--- config.mk ---
export PLATFORM = sky130hd
export DESIGN_NAME = traffic_light_fsm
export DESIGN_NICKNAME = d
export VERILOG_FILES = /design/src/rtl/traffic_light_fsm_pkg.sv /design/src/rtl/traffic_light_fsm_phase_timer.sv /design/src/rtl/traffic_light_fsm.sv
export SDC_FILE = /design/constraint.sdc
export NUM_CORES = 1
export LEC_CHECK = 0
export ABC_CLOCK_PERIOD_IN_PS = 2060
export CORE_UTILIZATION = 45
export CTS_BUF_LIST = sky130_fd_sc_hd__clkbuf_4 sky130_fd_sc_hd__clkbuf_8
export DETAILED_ROUTE_END_ITERATION = 16
export HOLD_SLACK_MARGIN = 0.06
export PLACE_DENSITY_LB_ADDON = 0.15
export RECOVER_POWER = 50
export SLEW_MARGIN = 15
export SYNTH_ARGS = -nofsm -noshare
export SYNTH_HDL_FRONTEND = slang
export SYNTH_SLANG_ARGS = --single-unit
--- constraint.sdc ---
create_clock -name clk -period 2.06 [get_ports clk]
set_input_delay 0.309 -clock clk [delete_from_list [all_inputs] [get_ports clk]]
set_output_delay 0.309 -clock clk [all_outputs]
set_load 0.05 [all_outputs]
--- src/rtl/traffic_light_fsm_pkg.sv ---
// Shared definitions for the junction controller: 3-bit state encodings, {R,Y,G} light codes
// and the state-to-light decoders used by the output registers.
package traffic_light_fsm_pkg;

    localparam logic [2:0] ST_MAIN_GREEN  = 3'd0;
    localparam logic [2:0] ST_MAIN_YELLOW = 3'd1;
    localparam logic [2:0] ST_ALL_RED_1   = 3'd2;
    localparam logic [2:0] ST_SIDE_GREEN  = 3'd3;
    localparam logic [2:0] ST_SIDE_YELLOW = 3'd4;
    localparam logic [2:0] ST_ALL_RED_2   = 3'd5;
    localparam logic [2:0] ST_PED_WALK    = 3'd6;

    localparam logic [2:0] LIGHT_R = 3'b100;
    localparam logic [2:0] LIGHT_Y = 3'b010;
    localparam logic [2:0] LIGHT_G = 3'b001;

    function automatic logic [2:0] main_light_of(input logic [2:0] state);
        case (state)
            ST_MAIN_GREEN:  return LIGHT_G;
            ST_MAIN_YELLOW: return LIGHT_Y;
            default:        return LIGHT_R;
        endcase
    endfunction

    function automatic logic [2:0] side_light_of(input logic [2:0] state);
        case (state)
            ST_SIDE_GREEN:  return LIGHT_G;
            ST_SIDE_YELLOW: return LIGHT_Y;
            default:        return LIGHT_R;
        endcase
    endfunction

    // A zero duration behaves like one second.
    function automatic int unsigned last_sec(input int unsigned dur);
        return (dur == 0) ? 0 : dur - 1;
    endfunction

endpackage

--- src/rtl/traffic_light_fsm_phase_timer.sv ---
// phase_timer: per-phase second counter. Advances on tick, saturates at all-ones, sync clear
// has priority; done pulses on the tick that completes a phase of i_dur seconds.
module phase_timer #(
    parameter int CNT_W = 8
) (
    input  logic             clk,
    input  logic             reset_n,
    input  logic             i_tick,
    input  logic             i_clear,
    input  logic [CNT_W-1:0] i_dur,
    output logic [CNT_W-1:0] o_cnt,
    output logic             o_done
);

    logic [CNT_W-1:0] r_cnt;
    logic [CNT_W-1:0] w_last;

    assign w_last = (i_dur == '0) ? '0 : i_dur - CNT_W'(1);

    // NOTE: state is updated with <= so every flop samples pre-edge values regardless of block order.
    always_ff @(posedge clk or negedge reset_n) begin
        if (!reset_n) begin
            r_cnt <= '0;
        end else if (i_clear) begin
            r_cnt <= '0;
        end else if (i_tick && (r_cnt != '1)) begin
            r_cnt <= r_cnt + CNT_W'(1);
        end
    end

    assign o_cnt  = r_cnt;
    assign o_done = i_tick && (r_cnt == w_last);

endmodule

--- src/rtl/traffic_light_fsm.sv ---
// Junction controller: sequences main/side lights on one-second ticks and serves latched requests.
// Optional pedestrian walk phase is built when the macro PED_WALK_EN is defined.
module traffic_light_fsm
    import traffic_light_fsm_pkg::*;
#(
    parameter int CNT_W          = 8,
    parameter int MAIN_GREEN_MIN = 10,
    parameter int SIDE_GREEN_T   = 6,
    parameter int YELLOW_T       = 3,
    parameter int ALL_RED_T      = 1,
    parameter int PED_WALK_T     = 8
) (
    input  logic       clk,
    input  logic       reset_n,
    input  logic       tick,
    input  logic       side_sensor,
    input  logic       ped_req,
    output logic [2:0] main_light,
    output logic [2:0] side_light,
    output logic       walk,
    output logic       divider_reset
);

    localparam logic [CNT_W-1:0] MG_LAST = CNT_W'(last_sec(MAIN_GREEN_MIN));

    logic [2:0]       r_state;
    logic             r_side_req;
    logic [2:0]       r_main_light;
    logic [2:0]       r_side_light;
    logic             r_div_rst;

    logic [2:0]       w_next_state;
    logic             w_illegal;
    logic             w_clear;
    logic             w_enter_side;
    logic             w_ped_pend;
    logic [CNT_W-1:0] w_dur;
    logic [CNT_W-1:0] w_cnt;
    logic             w_done;

    phase_timer #(.CNT_W(CNT_W)) u_timer (
        .clk     (clk),
        .reset_n (reset_n),
        .i_tick  (tick),
        .i_clear (w_clear),
        .i_dur   (w_dur),
        .o_cnt   (w_cnt),
        .o_done  (w_done)
    );

    always_comb begin
        // NOTE: every always_comb output gets a default first so no path leaves it unassigned (no latch).
        w_dur = CNT_W'(MAIN_GREEN_MIN);
        case (r_state)
            ST_MAIN_YELLOW, ST_SIDE_YELLOW: w_dur = CNT_W'(YELLOW_T);
            ST_ALL_RED_1, ST_ALL_RED_2:     w_dur = CNT_W'(ALL_RED_T);
            ST_SIDE_GREEN:                  w_dur = CNT_W'(SIDE_GREEN_T);
            ST_PED_WALK:                    w_dur = CNT_W'(PED_WALK_T);
            default:                        ;
        endcase
    end

    always_comb begin
        w_next_state = r_state;
        w_illegal    = 1'b0;
        case (r_state)
            ST_MAIN_GREEN:
                if (tick && (w_cnt >= MG_LAST) && (r_side_req || w_ped_pend))
                    w_next_state = ST_MAIN_YELLOW;
            ST_MAIN_YELLOW:
                if (w_done) w_next_state = ST_ALL_RED_1;
            ST_ALL_RED_1:
                if (w_done) w_next_state = r_side_req ? ST_SIDE_GREEN
                                         : (w_ped_pend ? ST_PED_WALK : ST_SIDE_GREEN);
            ST_SIDE_GREEN:
                if (w_done) w_next_state = ST_SIDE_YELLOW;
            ST_SIDE_YELLOW:
                if (w_done) w_next_state = ST_ALL_RED_2;
            ST_ALL_RED_2:
                if (w_done) w_next_state = w_ped_pend ? ST_PED_WALK : ST_MAIN_GREEN;
            ST_PED_WALK:
                if (w_done) w_next_state = ST_MAIN_GREEN;
            default: begin
                w_next_state = ST_MAIN_GREEN;
                w_illegal    = 1'b1;
            end
        endcase
    end

    assign w_clear      = w_illegal || (w_next_state != r_state);
    assign w_enter_side = (w_next_state == ST_SIDE_GREEN) && (r_state != ST_SIDE_GREEN);

    // Lights are decoded from the next state so they change on the same edge as the state.
    always_ff @(posedge clk or negedge reset_n) begin
        if (!reset_n) begin
            r_state      <= ST_MAIN_GREEN;
            r_side_req   <= 1'b0;
            r_main_light <= LIGHT_G;
            r_side_light <= LIGHT_R;
            r_div_rst    <= 1'b1;
        end else begin
            r_state      <= w_next_state;
            r_main_light <= main_light_of(w_next_state);
            r_side_light <= side_light_of(w_next_state);
            r_div_rst    <= 1'b0;
            if (w_enter_side)
                r_side_req <= 1'b0;
            else if (side_sensor && (r_state != ST_SIDE_GREEN) && (r_state != ST_SIDE_YELLOW))
                r_side_req <= 1'b1;
        end
    end

`ifdef PED_WALK_EN
    logic r_ped_pend;
    logic r_walk;

    always_ff @(posedge clk or negedge reset_n) begin
        if (!reset_n) begin
            r_ped_pend <= 1'b0;
            r_walk     <= 1'b0;
        end else begin
            r_walk <= (w_next_state == ST_PED_WALK);
            if ((w_next_state == ST_PED_WALK) && (r_state != ST_PED_WALK))
                r_ped_pend <= 1'b0;
            else if (ped_req && (r_state != ST_PED_WALK))
                r_ped_pend <= 1'b1;
        end
    end

    assign w_ped_pend = r_ped_pend;
    assign walk       = r_walk;
`else
    logic w_unused_ped;

    assign w_unused_ped = ped_req;
    assign w_ped_pend   = 1'b0;
    assign walk         = 1'b0;
`endif

    assign main_light    = r_main_light;
    assign side_light    = r_side_light;
    assign divider_reset = r_div_rst;

endmodule

==> results by group <==
Layout
  – Non-filler cells, final: just over 200
  – Post-Route Utilization: 0.617
  – Area grow syn2layout: 28.3%
  – NumNets Final: ~180
  – Share of post-route cells with drive strength above 1: 0.326
  – N_diodes: 0
  – Fillcell total: 248
  – Finished Cell Area: 1730 um2

Placement
  – Post-DP Area: 1620 um2
  – RePlAce Congestion: a little under 0.9
  – Dpl cells: just under 200
  – Port buffer count: 10
  – DPL Wire Length: 2510 um
  – Worst slack, placed: 0.000679 ns

Critical path
  – Worst path slowest cell: dfrtp_2
  – Worst path cell trace: or3_4, a211oi_4, a211oi_4, buf_4, o21ai_4, mux2i_1
  – Critical Path RT: 2.31 ns
  – Arrival time worst endpoint: around 2.2 ns
  – Reg-to-reg startpoint: r_state[2]
  – CP Capture Type: flop
  – Worst setup path class: reg -> reg
  – R2R Path End: side_light[2]
  – Flop-to-flop setup slack: about 0.076 ns
  – Worst r2r path cells: 6
  – CP most frequent cell: a211oi_4
  – Crit-path max FO: 7
  – CP max stage delay: approximately 0.49 ns
  – Crit start category: flop

Timing
  – Relative slew slack: 0.313
  – Clock Skew: 0.00984 ns
  – Fin crit share: 0.963
  – Final setup fails: 0
  – Worst slew pin tran: 1.03 ns
  – Setup WS post-layout: roughly 0.076 ns
  – Worst hold slack: between 0.5 and 0.6 ns
  – Crit path time final: around 2 ns
  – Slew Limit Fails: 0
  – Fmax: approximately 500 MHz
  – Total negative slack: 0 ns
  – Endpoints failing hold: 0

Flow run
  – Max cap viols: 0

Logic synthesis
  – EDFF count, synth: 0
  – Yosys cell types: 56
  – FF+latch count, synth: 19
  – Share of the synthesized area in the top cell type: 0.297
  – Count of yosys warnings during synthesis: 0
  – Asr flop ratio synth: 1.00
  – Mapped cell area: 1350 um2
  – Seq/Total Area, Yosys: 0.355
  – Synth top area cells: dfrtp_1, dfstp_2, a221oi_2
  – Mapped Cells: 141
  – Yosys top cell by area: dfrtp_1
  – Post-synth top flop: dfrtp_1
  – Mean area per synthesized cell: 9.57 um2

Route
  – Routed vias/inst: 5.93
  – Wire length on met2: between 1500 and 2000 um
  – Met1 WL: 1600 um
  – Via count: 1221
  – Routed WL per cell: 16.4 um
  – Number of DRC violations after detailed-routing iteration 0: 60
  – Post-route ant nets: 0
  – First drt pass iteration count: 6
  – Max Used Layer: met4
  – Met3 Wirelength: 113 um
  – Drc violations: 0
  – Drt total wl: 3380 um

Worst hold path
  – Hold/Removal Path Class: reg -> reg
  – Worst hold start: r_side_req
  – Worst Hold Path EP: r_side_req
  – Worst hold path cell count: 2

GRT
  – Largest net degree at the start of global routing: 20
  – Total global routing overflow: 0
  – Gr usage total: 0.224
  – Initial antenna violation count: 0
  – Vias in the first global route: about 1200
  – First-pass GRT wire length: 5620 um

CTS
  – Clk sinks: 19
  – CTS H-tree lvls: 1
  – CTS clk-pin slew, worst paths: 0.13 ns
  – CTS tree: built
  – Root Driver: clkbuf_4
  – CTS Buf Count: 3
  – Maximum buffer depth of the clock tree: 2
  – Clk_lat worst skew: 0.31 ns

Floorplanning
  – Die Span X: 56.8 um
  – FP Rows: 19
  – Die Y: 56.8 um
  – I/O pins: 13
  – Initial core utilization: 0.481
  – Die area: 3220 um2
  – Placeable Area: 2810 um2

Status
  – Status: completed

Power
  – LEAKAGE: 0.709 nW
  – Maximum vdd drop: between 0.0005 and 0.0006 V
  – Power consumption: 1.50 mW
  – Pwr Density: 864 nW/um2
placed cells by master, fill, tap and decap left out, types with 2 or more instances in the layout:
cell type	n
nor2b_1	2
dfrtp_1	12
buf_12	2
and3_2	2
o211a_1	2
o211ai_1	2
conb_1	2
a211oi_1	2
and4_1	2
nor2_1	5
or3_1	2
a211oi_4	2
ha_1	3
inv_2	2
nand3_1	8
nand4_1	3
clkdlybuf4s50_1	7
o21ai_0	5
dfrtp_2	4
a21oi_1	11
xnor2_1	3
dfstp_2	3
inv_1	6
nand2_1	8
and3_1	2
buf_4	25
a221oi_2	4
dlygate4sd3_1	3
o31ai_1	2
mux2i_1	2
clkbuf_4	3
nor3_1	6
metal layers:
layer / GRT usage / vias to the layer above
li1: - / 599
met1: 0.294 / 594
met2: 0.388 / 26
met3: 0.0438 / 2
met4: 0.0383 / 0
met5: 0 / -
cell usage after synthesis (3+ instances only):
cell,n
a21oi_1,11
a221oi_2,4
buf_2,3
buf_4,3
dfrtp_1,16
dfstp_2,3
ha_1,3
inv_1,7
nand2_1,8
nand3_1,8
nand4_1,3
nor2_1,5
nor3_1,6
o21ai_0,6
xnor2_1,3
cell families (layout without fill, tap and decap cells):
logic type / after synthesis / count (layout) / synth area share
adders and majority gates: 3 / 3 / 0.0278
DFF: 19 / 19 / 0.355
AOI/OAI and AO/OA: 46 / 46 / 0.300
buffers and inverters: 17 / 50 / 0.0639
muxes: 2 / 2 / 0.0148
xor gates and xnor gates: 4 / 4 / 0.0260
and+or+nand+nor: 49 / 49 / 0.209
other: 1 / 2 / 0.00278
worst max path at each step:
stage,slack (ns),depth (start not counted),to,start
5_1_grt,-0.01,6,side_light[2],r_state[2]
2_1_floorplan,0.06,8,u_timer.o_cnt[2],u_timer.o_cnt[0]
4_1_cts,0.02,6,side_light[2],r_state[2]
6_report,0.08,6,side_light[2],r_state[2]
3_3_place_gp,0.05,5,u_timer.o_cnt[7],r_state[1]
3_5_place_dp,0.0007,5,u_timer.o_cnt[3],r_state[1]
state kept, by name (all words and copies together) (netlist names):
name and count:
divider_reset 1, r_side_req 1, main_light 3, side_light 3, r_state 3, u_timer.o_cnt 8
area by class of cell:
| cell class | count | area [um2] | share of cell area |
|---|---|---|---|
| inverter | 8 | 30.0 | 0.0173 |
| tap | 31 | 38.8 | 0.0224 |
| multi-input combinational | 106 | 820 | 0.473 |
| sequential | 19 | 484 | 0.280 |
| clock inverter | 1 | 5.00 | 0.00289 |
| timing repair buffer | 38 | 332 | 0.191 |
| clock buffer | 3 | 22.5 | 0.0130 |
power by group:
part / leakage, nW / total, mW / switching, mW / internal, mW
clock: 0.0177 / 0.202 / 0.130 / 0.0725
sequential: 0.207 / 0.557 / 0.103 / 0.455
combinational: 0.485 / 0.736 / 0.404 / 0.332
critical path, delay by kind of cell (launching register included):
family	cells	cell delay, ns
AO/OA/AOI/OAI	3	0.59
buffers and inverters	1	0.19
flip-flops	1	0.49
multiplexers	1	0.21
AND/OR/NAND/NOR	1	0.44
what timing repair did:
action,CTS,global route
hold buffers,0,0
setup endpoints to repair,6,15
gates resized for setup,2,9
setup buffers,1,2
pin swaps,2,4
No activity file was read; power rests on OpenSTA's default activity.
